<file path="src/rtl/accum_bs_if.sv">
// accum_bs_if: product/result handshake bus between FMULT, the predictor-sum
// accumulator and its downstream consumer.
//   wan_in/in_valid/in_ready : product stream into the accumulator
//   prod_idx                 : index of the next product the accumulator expects
//   sez/se/out_valid/out_ready : result handshake out of the accumulator
// master = producer/consumer side (testbench or surrounding datapath),
// slave  = accumulator side.
interface accum_bs_if #(
   parameter int WIDTH = 16
);
   logic [WIDTH-1:0] wan_in;
   logic             in_valid;
   logic             in_ready;
   logic [3:0]       prod_idx;
   logic [WIDTH-2:0] sez;
   logic [WIDTH-2:0] se;
   logic             out_valid;
   logic             out_ready;

   modport master (
      output wan_in, in_valid, out_ready,
      input  in_ready, prod_idx, sez, se, out_valid
   );

   modport slave (
      input  wan_in, in_valid, out_ready,
      output in_ready, prod_idx, sez, se, out_valid
   );
endinterface

</file>
<file path="src/rtl/accum_bs.sv">
// accum_bs: G.726 predictor-sum accumulator behind FMULT.
// Sums N_ZERO zero-section products (WB1..WBn) into SEZI, then N_POLE
// pole-section products (WA1..WAn) on top of that to form SEI. Emits
// SEZ = SEZI[WIDTH-1:1] and SE = SEI[WIDTH-1:1], held until taken.
// Ports:
//   clk, reset      : clock, synchronous active-high reset
//   scan_enable, scan_in0, scan_out0 : DFT hooks, chain stitched later
//   flush           : synchronous abort of a partial frame / pending result
//   bus (slave)     : product input and result output handshakes
// The bus interface must be instantiated with the same WIDTH as this module.
module accum_bs #(
   parameter int WIDTH  = 16,
   parameter int N_ZERO = 6,
   parameter int N_POLE = 2
) (
   input  logic          clk,
   input  logic          reset,
   input  logic          scan_enable,
   input  logic          scan_in0,
   output logic          scan_out0,
   input  logic          flush,
   accum_bs_if.slave     bus
);

   localparam logic [3:0] LAST_ZERO = 4'(N_ZERO - 1);
   localparam logic [3:0] LAST_PROD = 4'(N_ZERO + N_POLE - 1);

   typedef enum logic {ACC, OUT} state_t;

   state_t           state_q, state_d;
   logic [WIDTH-1:0] acc_q, acc_d;
   logic [WIDTH-1:0] sezi_q, sezi_d;
   logic [3:0]       idx_q, idx_d;
   logic [WIDTH-2:0] sez_q, sez_d;
   logic [WIDTH-2:0] se_q, se_d;
   logic             ov_q, ov_d;
   logic [WIDTH-1:0] sum;
   logic [WIDTH-1:0] sezi_src;
   logic             in_ready;

   // Scan chain is inserted at synthesis; RTL only ties off the output.
   assign scan_out0 = 1'b0;
   wire unused_scan = &{1'b0, scan_enable, scan_in0};

   // Modular add: carry out of the top bit is intentionally dropped.
   assign sum      = acc_q + bus.wan_in;
   // When the last WB and the last product coincide (N_POLE=0) SEZI is the
   // sum being formed this cycle, not the registered copy.
   assign sezi_src = (idx_q == LAST_ZERO) ? sum : sezi_q;
   assign in_ready = (state_q == ACC) && !flush;

   always_comb begin
      state_d = state_q;
      acc_d   = acc_q;
      sezi_d  = sezi_q;
      idx_d   = idx_q;
      sez_d   = sez_q;
      se_d    = se_q;
      ov_d    = ov_q;
      if (flush) begin
         // Any result handshake in this cycle has already completed on the
         // bus; clearing here just discards the frame state.
         state_d = ACC;
         acc_d   = '0;
         sezi_d  = '0;
         idx_d   = '0;
         ov_d    = 1'b0;
      end else begin
         case (state_q)
            ACC: begin
               if (bus.in_valid) begin
                  acc_d = sum;
                  idx_d = idx_q + 4'd1;
                  if (idx_q == LAST_ZERO) sezi_d = sum;
                  if (idx_q == LAST_PROD) begin
                     sez_d   = sezi_src[WIDTH-1:1];
                     se_d    = sum[WIDTH-1:1];
                     ov_d    = 1'b1;
                     idx_d   = '0;
                     state_d = OUT;
                  end
               end
            end
            OUT: begin
               if (bus.out_ready) begin
                  ov_d    = 1'b0;
                  acc_d   = '0;
                  sezi_d  = '0;
                  state_d = ACC;
               end
            end
            default: state_d = ACC;
         endcase
      end
   end

   always_ff @(posedge clk) begin
      if (reset) begin
         state_q <= ACC;
         acc_q   <= '0;
         sezi_q  <= '0;
         idx_q   <= '0;
         sez_q   <= '0;
         se_q    <= '0;
         ov_q    <= 1'b0;
      end else begin
         state_q <= state_d;
         acc_q   <= acc_d;
         sezi_q  <= sezi_d;
         idx_q   <= idx_d;
         sez_q   <= sez_d;
         se_q    <= se_d;
         ov_q    <= ov_d;
      end
   end

   assign bus.in_ready  = in_ready;
   assign bus.prod_idx  = idx_q;
   assign bus.sez       = sez_q;
   assign bus.se        = se_q;
   assign bus.out_valid = ov_q;

endmodule

</file>
<file path="src/flat_wrapper.sv">
// flat-port wrapper written by rule: the top's interface ports become plain ports
module accum_bs_flat 
#(
   parameter int WIDTH  = 16,
   parameter int N_ZERO = 6,
   parameter int N_POLE = 2
)
  (clk, reset, scan_enable, scan_in0, scan_out0, flush, bus_wan_in, bus_in_valid, bus_out_ready, bus_in_ready, bus_prod_idx, bus_sez, bus_se, bus_out_valid);
  accum_bs_if #(.WIDTH(WIDTH)) bus_i ();
  input  logic clk;
  input  logic reset;
  input  logic scan_enable;
  input  logic scan_in0;
  output logic scan_out0;
  input  logic flush;
  input wire logic [$bits(bus_i.wan_in)-1:0] bus_wan_in;
  input wire logic [$bits(bus_i.in_valid)-1:0] bus_in_valid;
  input wire logic [$bits(bus_i.out_ready)-1:0] bus_out_ready;
  output wire logic [$bits(bus_i.in_ready)-1:0] bus_in_ready;
  output wire logic [$bits(bus_i.prod_idx)-1:0] bus_prod_idx;
  output wire logic [$bits(bus_i.sez)-1:0] bus_sez;
  output wire logic [$bits(bus_i.se)-1:0] bus_se;
  output wire logic [$bits(bus_i.out_valid)-1:0] bus_out_valid;
  assign bus_i.wan_in = bus_wan_in;
  assign bus_i.in_valid = bus_in_valid;
  assign bus_i.out_ready = bus_out_ready;
  assign bus_in_ready = bus_i.in_ready;
  assign bus_prod_idx = bus_i.prod_idx;
  assign bus_sez = bus_i.sez;
  assign bus_se = bus_i.se;
  assign bus_out_valid = bus_i.out_valid;
  accum_bs #(.WIDTH(WIDTH), .N_ZERO(N_ZERO), .N_POLE(N_POLE)) u_core (.clk(clk), .reset(reset), .scan_enable(scan_enable), .scan_in0(scan_in0), .scan_out0(scan_out0), .flush(flush), .bus(bus_i));
endmodule
</file>
<file path="config.mk">
export PLATFORM = sky130hd
export DESIGN_NAME = accum_bs_flat
export DESIGN_NICKNAME = d
export VERILOG_FILES = /design/src/rtl/accum_bs_if.sv /design/src/rtl/accum_bs.sv /design/src/flat_wrapper.sv
export SDC_FILE = /design/constraint.sdc
export NUM_CORES = 1
export LEC_CHECK = 0
export CAP_MARGIN = 30
export CELL_PAD_IN_SITES_DETAIL_PLACEMENT = 1
export CELL_PAD_IN_SITES_GLOBAL_PLACEMENT = 2
export CORE_ASPECT_RATIO = 0.6
export CORE_MARGIN = 5
export CORE_UTILIZATION = 25
export CTS_CLUSTER_SIZE = 25
export DETAILED_ROUTE_END_ITERATION = 10
export PLACE_DENSITY = 0.7
export SKIP_CTS_REPAIR_TIMING = 1
export SLEW_MARGIN = 20
export SYNTH_ARGS = -nofsm -noshare
export SYNTH_HDL_FRONTEND = slang
export SYNTH_SLANG_ARGS = --single-unit
export TNS_END_PERCENT = 5
</file>
<file path="constraint.sdc">
create_clock -name clk -period 3.4 [get_ports clk]
set_input_delay 0.85 -clock clk [delete_from_list [all_inputs] [get_ports clk]]
set_output_delay 0.85 -clock clk [all_outputs]
set_load 0.02 [all_outputs]
</file>
==> reports/summary.txt <==
Outcome: completed
Largest cells by area after synthesis: dfxtp_1 (41%), nand2_1 (6.7%), ha_1 (6.5%)
Total Power: 0.00222 W
Sequential area share after synthesis: 0.409
Max Slew Vio Count: 0
Mapped Nets: 437
Reg-to-Reg Start: u_core.acc_q[0]$_SDFFE_PP0P_
Pwr per Cell Area: 498 nW/um^2
WL final: 11100 um
Hold depth: 2
PortBufs: 56
Wire per inst: 17.4 um
Clock root cell: clkbuf_16
Netlist cell types: 52
Placed inst area: 4100 um^2
CTS buffer count: 9
Die span in y: 98.8 um
Mean Syn Cell Area: 8.29 um^2
Crit Path Class: input pin to flop
Rows: 32
Skew-Pair Late Insertion Delay: 330 ps
Number of routed nets with antenna violations: 0
Setup crit end kind: flop
Min-Delay Endpoint: u_core.sezi_q[9]$_SDFFE_PP0P_
# setup viols final: 0
Final worst-path cycle share: 0.962
Worst hold path startpoint: u_core.sezi_q[9]$_SDFFE_PP0P_
Post-synth top area share: 0.409
Gr ovfl total: 0
Critical R2R Capture: u_core.bus.sez[11]$_SDFFE_PP0P_
Share of flip-flops with an asynchronous set or reset: 0
Via count: 3140
Area growth from synthesis to layout: 35.9%
Largest net degree at the start of global routing: 30
Least-Margin Pin Slew: 826 ps
Finished Cell Area: 4460 um^2
Vias/cell: 4.95
Worst-path fanout max: 4
Synth area leader: dfxtp_1
R2r setup slk: 790 ps
Switching share of total power: 0.239
Lkg Pwr: 1.64 nW
CP Launch Type: input pin
Clk buf depth: 2
Clk pwr share: 0.521
Post-detail-place hpwl: 8380 um
Relative slew margins: 0.449
Diodes inserted: 0
Post-synth EDFFs: 0
Worst Setup Slack, final: 128 ps
Starting density of the core: 0.255
Fmax: 0.306 GHz
Vias in the first global route: 3243
Yosys reg bits: 67
Chip width: 158 um
Global-route wire length before repair: 17700 um
DP Cell Count: 619
First-pass DRT Iterations: 4
Initial DRC Count: 104
Internal: 0.00169 W
# Max-Cap Violations: 0
DRC Markers: 0
CTS tree: done
Core area: 12900 um^2
Reg power frac: 0.361
Most frequent cells in the layout: dfxtp_1 (67), nand2_1 (59), clkdlybuf4s50_1 (56)
Worst Hold Class: flop to flop
Cell Count, Final, Fillers Out: 634
Final GP Congestion: 0.821
Clk_skew: 6.48 ps
Combinational power share: 0.118
CP required: 3610 ps
Reg clk slew, reported paths: 60 ps
Post-Synthesis Cells: 396
Crit path arrival time: 3480 ps
Synth warn: 0
Final min period: 3270 ps
Maximum vdd drop: 0.173 mV
Syn Std Cell Area: 3280 um^2
Commonest non-fill, non-tap cell in the layout: dfxtp_1
Die Area: 15600 um^2
Synth Flop Type: dfxtp_1
Worst-case reg-to-reg path depth: 10
Antenna violations before repair: 0
Place WS: -229 ps
NetSw: 0.000530 W
Share of post-route cells with drive strength above 1: 0.0905
CTS H-tree lvls: 3
I/O Pins: 60
GRT Util Overall: 0.145
Final Hold Vio Count: 0
Final nets: 501
Unrepaired setup endpoints after global routing: no
Sink Count: 67
## cell families after synthesis
family	after synthesis	synth area share
muxes	2	0.00762
DFF	67	0.409
adders and majority gates	18	0.0709
and+or+nand+nor	148	0.216
buffers and inverters	26	0.0328
xor gates and xnor gates	12	0.0320
AOI/OAI and AO/OA	122	0.231
other	1	0.00114
## cell usage after synthesis (4+ instances only)
cell type  instances
xor2_1             6
nor2b_1            4
nand2_1           59
xnor2_1            6
clkbuf_1          12
nand4_1            7
nand3_1           13
or3_1              4
dfxtp_1           67
a22oi_1            9
o211ai_1           8
buf_2              5
nand2b_1           4
nor3_1             6
o22ai_1            6
o21ai_0           36
a21oi_1           32
nor2_1            30
a31oi_1            8
o21a_1             5
ha_1              17
and4_1             5
inv_1              6
## stage by stage
stage	TNS [ps]	util	hold slack, ps
after detailed placement	-1700	0.319	437
final	0	0.347	449
after CTS	0	0.347	450
after global placement	-1090	0.319	428
after global routing	0	0.347	480
after floorplan	0	-	417
## area by class of cell
type | instances | area [um^2]
tap | 170 | 213
clock inverter | 6 | 138
timing repair buffer | 73 | 688
multi-input combinational | 303 | 1830
clock buffer | 9 | 225
sequential | 67 | 1340
fill | 1491 | 8390
inverter | 6 | 22.5
## flip-flops by register name, indices dropped and copies added, names as in the netlist
name                  cells
u_core.bus.sez           15
u_core.sezi_q            15
u_core.acc_q             16
u_core.bus.prod_idx       4
u_core.bus.out_valid      1
u_core.state_q            1
u_core.bus.se            15
## power by group through the flow
stage	sequential [W]	clock, W	combinational [W]
after floorplan	0.000819	0	0.000150
after global placement	0.000819	0	0.000257
after global routing	0.000803	0.00122	0.000289
after CTS	0.000802	0.00119	0.000263
after detailed placement	0.000820	0	0.000261
final	0.000802	0.00116	0.000261
## routing by layer
layer	share of wire	global-route usage	vias to the layer above
met5	0	0	-
met4	0.0037	0.0311	0
met2	0.40	0.196	68
li1	-	-	1557
met1	0.53	0.227	1511
met3	0.062	0.0382	4
## worst max-delay path, stage by stage
cell	delay, ps
clkdlybuf4s50_1	470
ha_1	200
inv_1	70
fa_1	400
nor2b_1	180
o211ai_1	170
a211oi_2	330
mux2_4	330
a211oi_2	190
buf_4	180
o211ai_1	100
## worst max-delay path by stage
| stage | start | end | slack, ps | depth (start not counted) |
|---|---|---|---|---|
| final | bus_wan_in[0] | u_core.bus.sez[11]$_SDFFE_PP0P_ | 130 | 11 |
| after CTS | bus_wan_in[0] | u_core.bus.sez[11]$_SDFFE_PP0P_ | 130 | 11 |
| after global placement | bus_wan_in[0] | u_core.bus.sez[11]$_SDFFE_PP0P_ | -190 | 11 |
| after floorplan | bus_wan_in[0] | u_core.bus.sez[11]$_SDFFE_PP0P_ | 550 | 9 |
| after global routing | bus_wan_in[0] | u_core.acc_q[12]$_SDFFE_PP0P_ | 0.1 | 11 |
| after detailed placement | bus_wan_in[0] | u_core.bus.sez[11]$_SDFFE_PP0P_ | -230 | 11 |
Note: power is estimated with default switching activity, not from simulation.
